--- config.mk ---
export PLATFORM = sky130hd
export DESIGN_NAME = seg_scan_decoder
export DESIGN_NICKNAME = d
export VERILOG_FILES = /design/src/rtl/seg_pkg.sv /design/src/rtl/seg_pattern_lookup.sv /design/src/rtl/seg_scan_decoder.sv
export SDC_FILE = /design/constraint.sdc
export NUM_CORES = 1
export LEC_CHECK = 0
export ABC_CLOCK_PERIOD_IN_PS = 6700
export BUFFER_PORTS_ARGS = -buffer_cell sky130_fd_sc_hd__buf_2
export CAP_MARGIN = 20
export CORE_MARGIN = 8
export CORE_UTILIZATION = 60
export DETAILED_ROUTE_END_ITERATION = 10
export PLACE_DENSITY = 0.9
export SYNTH_ARGS = -nofsm -noshare
export SYNTH_HDL_FRONTEND = slang
export SYNTH_SLANG_ARGS = --single-unit
--- constraint.sdc ---
create_clock -name clk -period 6.7 [get_ports clk]
set_clock_uncertainty 0.2 [all_clocks]
set_input_delay 0.335 -clock clk [delete_from_list [all_inputs] [get_ports clk]]
set_output_delay 0.335 -clock clk [all_outputs]
set_load 0.005 [all_outputs]
--- src/rtl/seg_pkg.sv ---
// Shared seven-segment encoding constants (active-low, dp off) and slot indices,
// used by both the display driver and the scan decoder.
package seg_pkg;

    localparam logic [7:0] SEG_0     = 8'hC0;
    localparam logic [7:0] SEG_1     = 8'hF9;
    localparam logic [7:0] SEG_2     = 8'hA4;
    localparam logic [7:0] SEG_3     = 8'hB0;
    localparam logic [7:0] SEG_4     = 8'h99;
    localparam logic [7:0] SEG_5     = 8'h92;
    localparam logic [7:0] SEG_6     = 8'h82;
    localparam logic [7:0] SEG_7     = 8'hF8;
    localparam logic [7:0] SEG_8     = 8'h80;
    localparam logic [7:0] SEG_9     = 8'h90;
    localparam logic [7:0] SEG_BLANK = 8'hFF;

    localparam int unsigned SLOT_UNITS     = 0;
    localparam int unsigned SLOT_TENS      = 1;
    localparam int unsigned SLOT_HUNDREDS  = 2;
    localparam int unsigned SLOT_THOUSANDS = 3;

    typedef enum logic [1:0] {
        TRK_WAIT  = 2'd0,
        TRK_COUNT = 2'd1,
        TRK_HELD  = 2'd2
    } trk_state_e;

endpackage

--- src/rtl/seg_pattern_lookup.sv ---
// Combinational map from an active-low segment pattern to {legal, digit}.
// Define SEG_SCAN_DECODER_STRICT_DP_EN to treat a lit decimal point as illegal.
module seg_pattern_lookup
    import seg_pkg::*;
(
    input  logic [7:0] pattern_i,
    output logic       legal_o,
    output logic [3:0] digit_o
);

    logic [7:0] pat;

    always_comb begin
`ifdef SEG_SCAN_DECODER_STRICT_DP_EN
        pat = pattern_i;
`else
        // Forcing dp high makes its state invisible to the lookup.
        pat = pattern_i | 8'h80;
`endif
        legal_o = 1'b1;
        digit_o = 4'd0;
        case (pat)
            SEG_0:   digit_o = 4'd0;
            SEG_1:   digit_o = 4'd1;
            SEG_2:   digit_o = 4'd2;
            SEG_3:   digit_o = 4'd3;
            SEG_4:   digit_o = 4'd4;
            SEG_5:   digit_o = 4'd5;
            SEG_6:   digit_o = 4'd6;
            SEG_7:   digit_o = 4'd7;
            SEG_8:   digit_o = 4'd8;
            SEG_9:   digit_o = 4'd9;
            default: legal_o = 1'b0;
        endcase
    end

endmodule

--- src/rtl/seg_scan_decoder.sv ---
// Receive-side decoder for a multiplexed 4-digit seven-segment scan bus; rebuilds
// the displayed value as binary. Optional macro: SEG_SCAN_DECODER_STRICT_DP_EN.
module seg_scan_decoder
    import seg_pkg::*;
#(
    parameter int unsigned SETTLE = 16
) (
    input  logic        clk,
    input  logic        rst_n,
    input  logic [7:0]  dig,
    input  logic [5:0]  sel,
    output logic [15:0] data,
    output logic        valid,
    output logic        err
);

    localparam logic [7:0] SETTLE_M1 = 8'(SETTLE - 1);

    logic [7:0]  dig_s1_q, dig_s2_q;
    logic [3:0]  sel_s1_q, sel_s2_q;
    logic [11:0] pair_q;
    logic        unused_sel_hi;

    trk_state_e  state_q, state_d;
    logic [7:0]  cnt_q, cnt_d;
    logic        capture;

    logic [3:0]  slot_low;
    logic        slot_ok;
    logic [1:0]  slot_idx;
    logic        changed;

    logic        lk_legal;
    logic [3:0]  lk_digit;

    logic [3:0][3:0] digits_q, digits_d;
    logic [3:0]  mask_q, mask_d;
    logic        ill_q, ill_d;
    logic        launch;
    logic [13:0] bin;
    logic [15:0] data_q, data_d;
    logic        valid_q, err_q;

    assign unused_sel_hi = ^sel[5:4];

    always_ff @(posedge clk or negedge rst_n) begin
        if (!rst_n) begin
            dig_s1_q <= SEG_BLANK;
            dig_s2_q <= SEG_BLANK;
            sel_s1_q <= '1;
            sel_s2_q <= '1;
            pair_q   <= '1;
        end else begin
            dig_s1_q <= dig;
            dig_s2_q <= dig_s1_q;
            sel_s1_q <= sel[3:0];
            sel_s2_q <= sel_s1_q;
            pair_q   <= {dig_s2_q, sel_s2_q};
        end
    end

    assign changed = ({dig_s2_q, sel_s2_q} != pair_q);

    // A slot is live only when exactly one strobe is low; anything else is blanking.
    always_comb begin
        slot_low = ~sel_s2_q;
        slot_ok  = 1'b0;
        slot_idx = 2'd0;
        case (slot_low)
            4'b0001: begin slot_ok = 1'b1; slot_idx = 2'(SLOT_UNITS);     end
            4'b0010: begin slot_ok = 1'b1; slot_idx = 2'(SLOT_TENS);      end
            4'b0100: begin slot_ok = 1'b1; slot_idx = 2'(SLOT_HUNDREDS);  end
            4'b1000: begin slot_ok = 1'b1; slot_idx = 2'(SLOT_THOUSANDS); end
            default: ;
        endcase
    end

    seg_pattern_lookup u_lookup (
        .pattern_i (dig_s2_q),
        .legal_o   (lk_legal),
        .digit_o   (lk_digit)
    );

    always_ff @(posedge clk or negedge rst_n) begin
        if (!rst_n) begin
            state_q <= TRK_WAIT;
            cnt_q   <= '0;
        end else begin
            state_q <= state_d;
            cnt_q   <= cnt_d;
        end
    end

    always_comb begin
        state_d = state_q;
        cnt_d   = cnt_q;
        capture = 1'b0;
        case (state_q)
            TRK_WAIT: begin
                if (slot_ok) begin
                    state_d = TRK_COUNT;
                    cnt_d   = '0;
                end
            end
            TRK_COUNT, TRK_HELD: begin
                if (changed) begin
                    state_d = slot_ok ? TRK_COUNT : TRK_WAIT;
                    cnt_d   = '0;
                end else if (state_q == TRK_COUNT) begin
                    if (cnt_q == SETTLE_M1) begin
                        capture = 1'b1;
                        state_d = TRK_HELD;
                    end else begin
                        cnt_d = cnt_q + 8'd1;
                    end
                end
            end
            default: begin
                state_d = TRK_WAIT;
                cnt_d   = '0;
            end
        endcase
    end

    // A full mask launches conversion and clears itself in the same cycle.
    assign launch = (mask_q == 4'hF);
    assign bin = 14'(digits_q[3]) * 14'd1000 + 14'(digits_q[2]) * 14'd100
               + 14'(digits_q[1]) * 14'd10   + 14'(digits_q[0]);

    always_comb begin
        digits_d = digits_q;
        mask_d   = launch ? 4'h0 : mask_q;
        ill_d    = 1'b0;
        data_d   = launch ? {2'b00, bin} : data_q;
        if (capture) begin
            if (lk_legal) begin
                digits_d[slot_idx] = lk_digit;
                mask_d[slot_idx]   = 1'b1;
            end else begin
                mask_d = 4'h0;
                ill_d  = 1'b1;
            end
        end
    end

    always_ff @(posedge clk or negedge rst_n) begin
        if (!rst_n) begin
            digits_q <= '0;
            mask_q   <= '0;
            ill_q    <= 1'b0;
            data_q   <= '0;
            valid_q  <= 1'b0;
            err_q    <= 1'b0;
        end else begin
            digits_q <= digits_d;
            mask_q   <= mask_d;
            ill_q    <= ill_d;
            data_q   <= data_d;
            valid_q  <= launch;
            err_q    <= ill_q;
        end
    end

    assign data  = data_q;
    assign valid = valid_q;
    assign err   = err_q;

endmodule

==> run_results.csv <==
group,metric,value,unit
run_status,status,"finished clean",
floorplan,pin_count,34,
grt,grt_pass1_wl,16.75,mm
clock_tree,cts_hold_buf,13,
clock_tree,numCtsBuffers,9,
timing,tightestPinTransition,879.8,ps
placed_design,io_buffers,29,
clock_tree,cts_tree,"done",
setup_path,end_kind,"flop",
flow_run,maxCapViolations,0,
pwr,finalPower,1.034,mW
finish,layout-drive-gt1-share,20.91,%
floorplan,num_rows,33,
synth,syn_area_per_cell,10.93,sq um
clock_tree,cts_resized,0,
floorplan,core,0.008175,sq mm
route,vias,3542,
synth,synth.most_common_cell,"ha_1",
route,via_per_inst,5.788,
pwr,p_int,0.7628,mW
route,wl_per_cell,16.37,um
grt,grt_max_degree,84,
clock_tree,clk_pin_slew,110,ps
synth,synthDistinctLibCells,60,
placed_design,dpl.hpwl,7.275,mm
pwr,p_leak,2.814,nW
setup_path,worst_ep_required_time,6790,ps
pwr,comb_power_share,8.4,%
synth,ys_seq_area_share,42.11,%
pwr,power_density,184.6,mW/mm^2
finish,final_nets,589,
placed_design,finalWeightedCongestion,0.8233,
synth,ys_dominant_reg_cell,"dfrtp_1",
pwr,clkPwrFrac,39.4,%
synth,netlist.area_leader.share,23.34,%
clock_tree,cts_root_buf,"clkbuf_8",
grt,antenna_found_initial,0,
finish,antennaDiodeCount,0,
route,firstDrtPassIters,5,
pwr,p_sw,0.2716,mW
timing,setup_viol,0,
timing,setup_tns,0,ps
setup_path,crit_family,"adder cells",
clock_tree,cts_buffer_depth,2,
setup_path,cp.arrival,5200,ps
setup_path,startpoint_type,"flop",
floorplan,initial_core_util,61.65,%
floorplan,fp.dieW,107.7,um
synth,synth.ff_latch_count,83,
pwr,power_switching_share,26.26,%
timing,period_share,76.27,%
setup_path,cp_slowest_cell,"fa_1",
synth,postSynthCellCount,461,
setup_path,path_class,"flop to flop",
synth,async_reset_ff_share,100.0,%
grt,grt_usage,17.91,%
hold_path,hp-class,"input pin to asynchronous set/reset pin",
route,detail_route.iter0.violations,198,
timing,slew_headroom,40.81,%
synth,syn_area,0.005040,sq mm
synth,yosysWarnings,0,
floorplan,die_h,107.7,um
setup_path,cp_cell_sequence,"fa_1, inv_1, fa_1, inv_1, ha_1, a21o_1, a21oi_1, xnor2_1, ha_1, ha_1, ha_1, nor2_1, or4_1, a21oi_1, o22ai_1, xor2_1, o21ai_0",
pwr,ir_drop,0.0001638,V
synth,synth_top_area_cell,"dfrtp_1",
synth,synth_common_cells,"ha_1 (54), dfrtp_1 (47), nand2_1 (44), inv_1 (37), dfstp_2 (36)",
route,drc,0,
route,antenna_left,0,
timing,final-hold-violation-count,0,
timing,rsz0062_at_grt,"no",
clock_tree,cts_setup_buffers,0,
setup_path,critPathBufInv,2,
pwr,power.share.sequential,52.2,%
setup_path,max_stage_delay,660,ps
synth,yosys-top-cells-area,"dfrtp_1 (23%), dfstp_2 (19%), ha_1 (13%)",
floorplan,dieArea,0.01159,sq mm
clock_tree,htree_levels,3,
setup_path,cp_max_fo,7,
synth,synth-edff-count,0,
route,finalWirelength,10.02,mm
timing,max_clock_freq,195.7,MHz
setup_path,cpMostUsedCell,"ha_1",
clock_tree,cts.sinks,83,
grt,grt_overflow_total,0,
timing,fin_crit,5110,ps
timing,slew_viol_final,0,
grt,grt_pass1_vias,3627,
finish,area_growth,11.20,%
clock_tree,clk_latency,370,ps
-- layout make-up --
type                       count  area [sq um]
multi-input combinational    327          2671
fill                         556          2571
timing repair buffer          44         312.8
clock buffer                  10         148.9
clock inverter                 6         78.83
inverter                      37         138.9
sequential                    83          2122
tap                          105         131.4
-- registers in the layout, indices dropped and copies added (netlist names), 4 cells and up --
name and cells:
dig_s2_q 8, data 14, pair_q 12, sel_s2_q 4
dig_s1_q 8, digits_q 16, mask_q 4, cnt_q 8
sel_s1_q 4
-- power groups by stage --
stage	sequential (mW)	clock, mW	combinational, mW
final	0.540	0.408	0.0866
after global routing	0.542	0.434	0.0974
after CTS	0.540	0.417	0.0848
after detailed placement	0.549	0	0.0780
after global placement	0.547	0	0.0730
after floorplan	0.540	0	0.0608
-- path summary, 6_finish.rpt --
| kind | cells past startpoint | to | start | slack [ps] |
|---|---|---|---|---|
| worst min register to register | 0 | sel_s2_q[0] | sel_s1_q[0] | 160 |
| worst min-delay path | 2 | data[12] | rst_n | 120 |
| worst max-delay path | 17 | data[13] | digits_q[14] | 1590 |
| max in group asynchronous | 3 | pair_q[11] | rst_n | 5550 |
| worst max register to register | 17 | data[13] | digits_q[14] | 1590 |
| min in group clk | 0 | sel_s2_q[0] | sel_s1_q[0] | 160 |
-- placed cells by master (no fill, tap or decap), drive strengths merged, types with 4 or more instances in the layout --
cell         count
dfstp           36
xnor2           23
o21ai           33
or3              6
mux2            13
a21oi           28
a21o             4
buf             31
inv             40
dfrtp           47
ha              54
nand4            5
dlygate4sd3     13
xor2             8
fa              17
nand3            5
nand2           44
nor2            16
nand2b           5
nor4             4
nor3             5
clkbuf          10
-- logic make-up after synthesis --
family                   share of synthesized area [%]
AND/OR/NAND/NOR                                  12.16
AO/OA/AOI/OAI                                    11.40
flip-flops                                       42.11
adder cells (fa/ha/maj)                          20.16
buffers and inverters                            4.965
XOR/XNOR                                         5.834
multiplexers                                     3.302
other                                          0.07441
-- per-layer routing --
| metal | vias to the layer above | GRT usage, % | share of wire [%] | wire length, um |
|---|---|---|---|---|
| met5 | - | 0 | 0 | 0 |
| met4 | 0 | 6.046 | 1.6 | 161 |
| met3 | 15 | 4.132 | 3.9 | 392 |
| met2 | 88 | 32.68 | 54 | 5391 |
| met1 | 1748 | 19.93 | 41 | 4070 |
| li1 | 1691 | - | - | - |
-- through the flow --
| step | hold slack [ps] | instance area [sq um] | cells | setup slack, ps | util (%) |
|---|---|---|---|---|---|
| 2_1_floorplan | -160.6 | 5044 | 462 | 1997 | - |
| 3_3_place_gp | 136.4 | 5219 | 582 | 1774 | 63.84 |
| 3_5_place_dp | 140.2 | 5219 | 582 | 1621 | 63.84 |
| 4_1_cts | 160.1 | 5577 | 611 | 1621 | 68.21 |
| 5_1_grt | 126.8 | 5604 | 612 | 1329 | 68.55 |
| 6_report | 116.2 | 5604 | 612 | 1590 | 68.55 |
No activity file was read; power rests on OpenSTA's default activity.
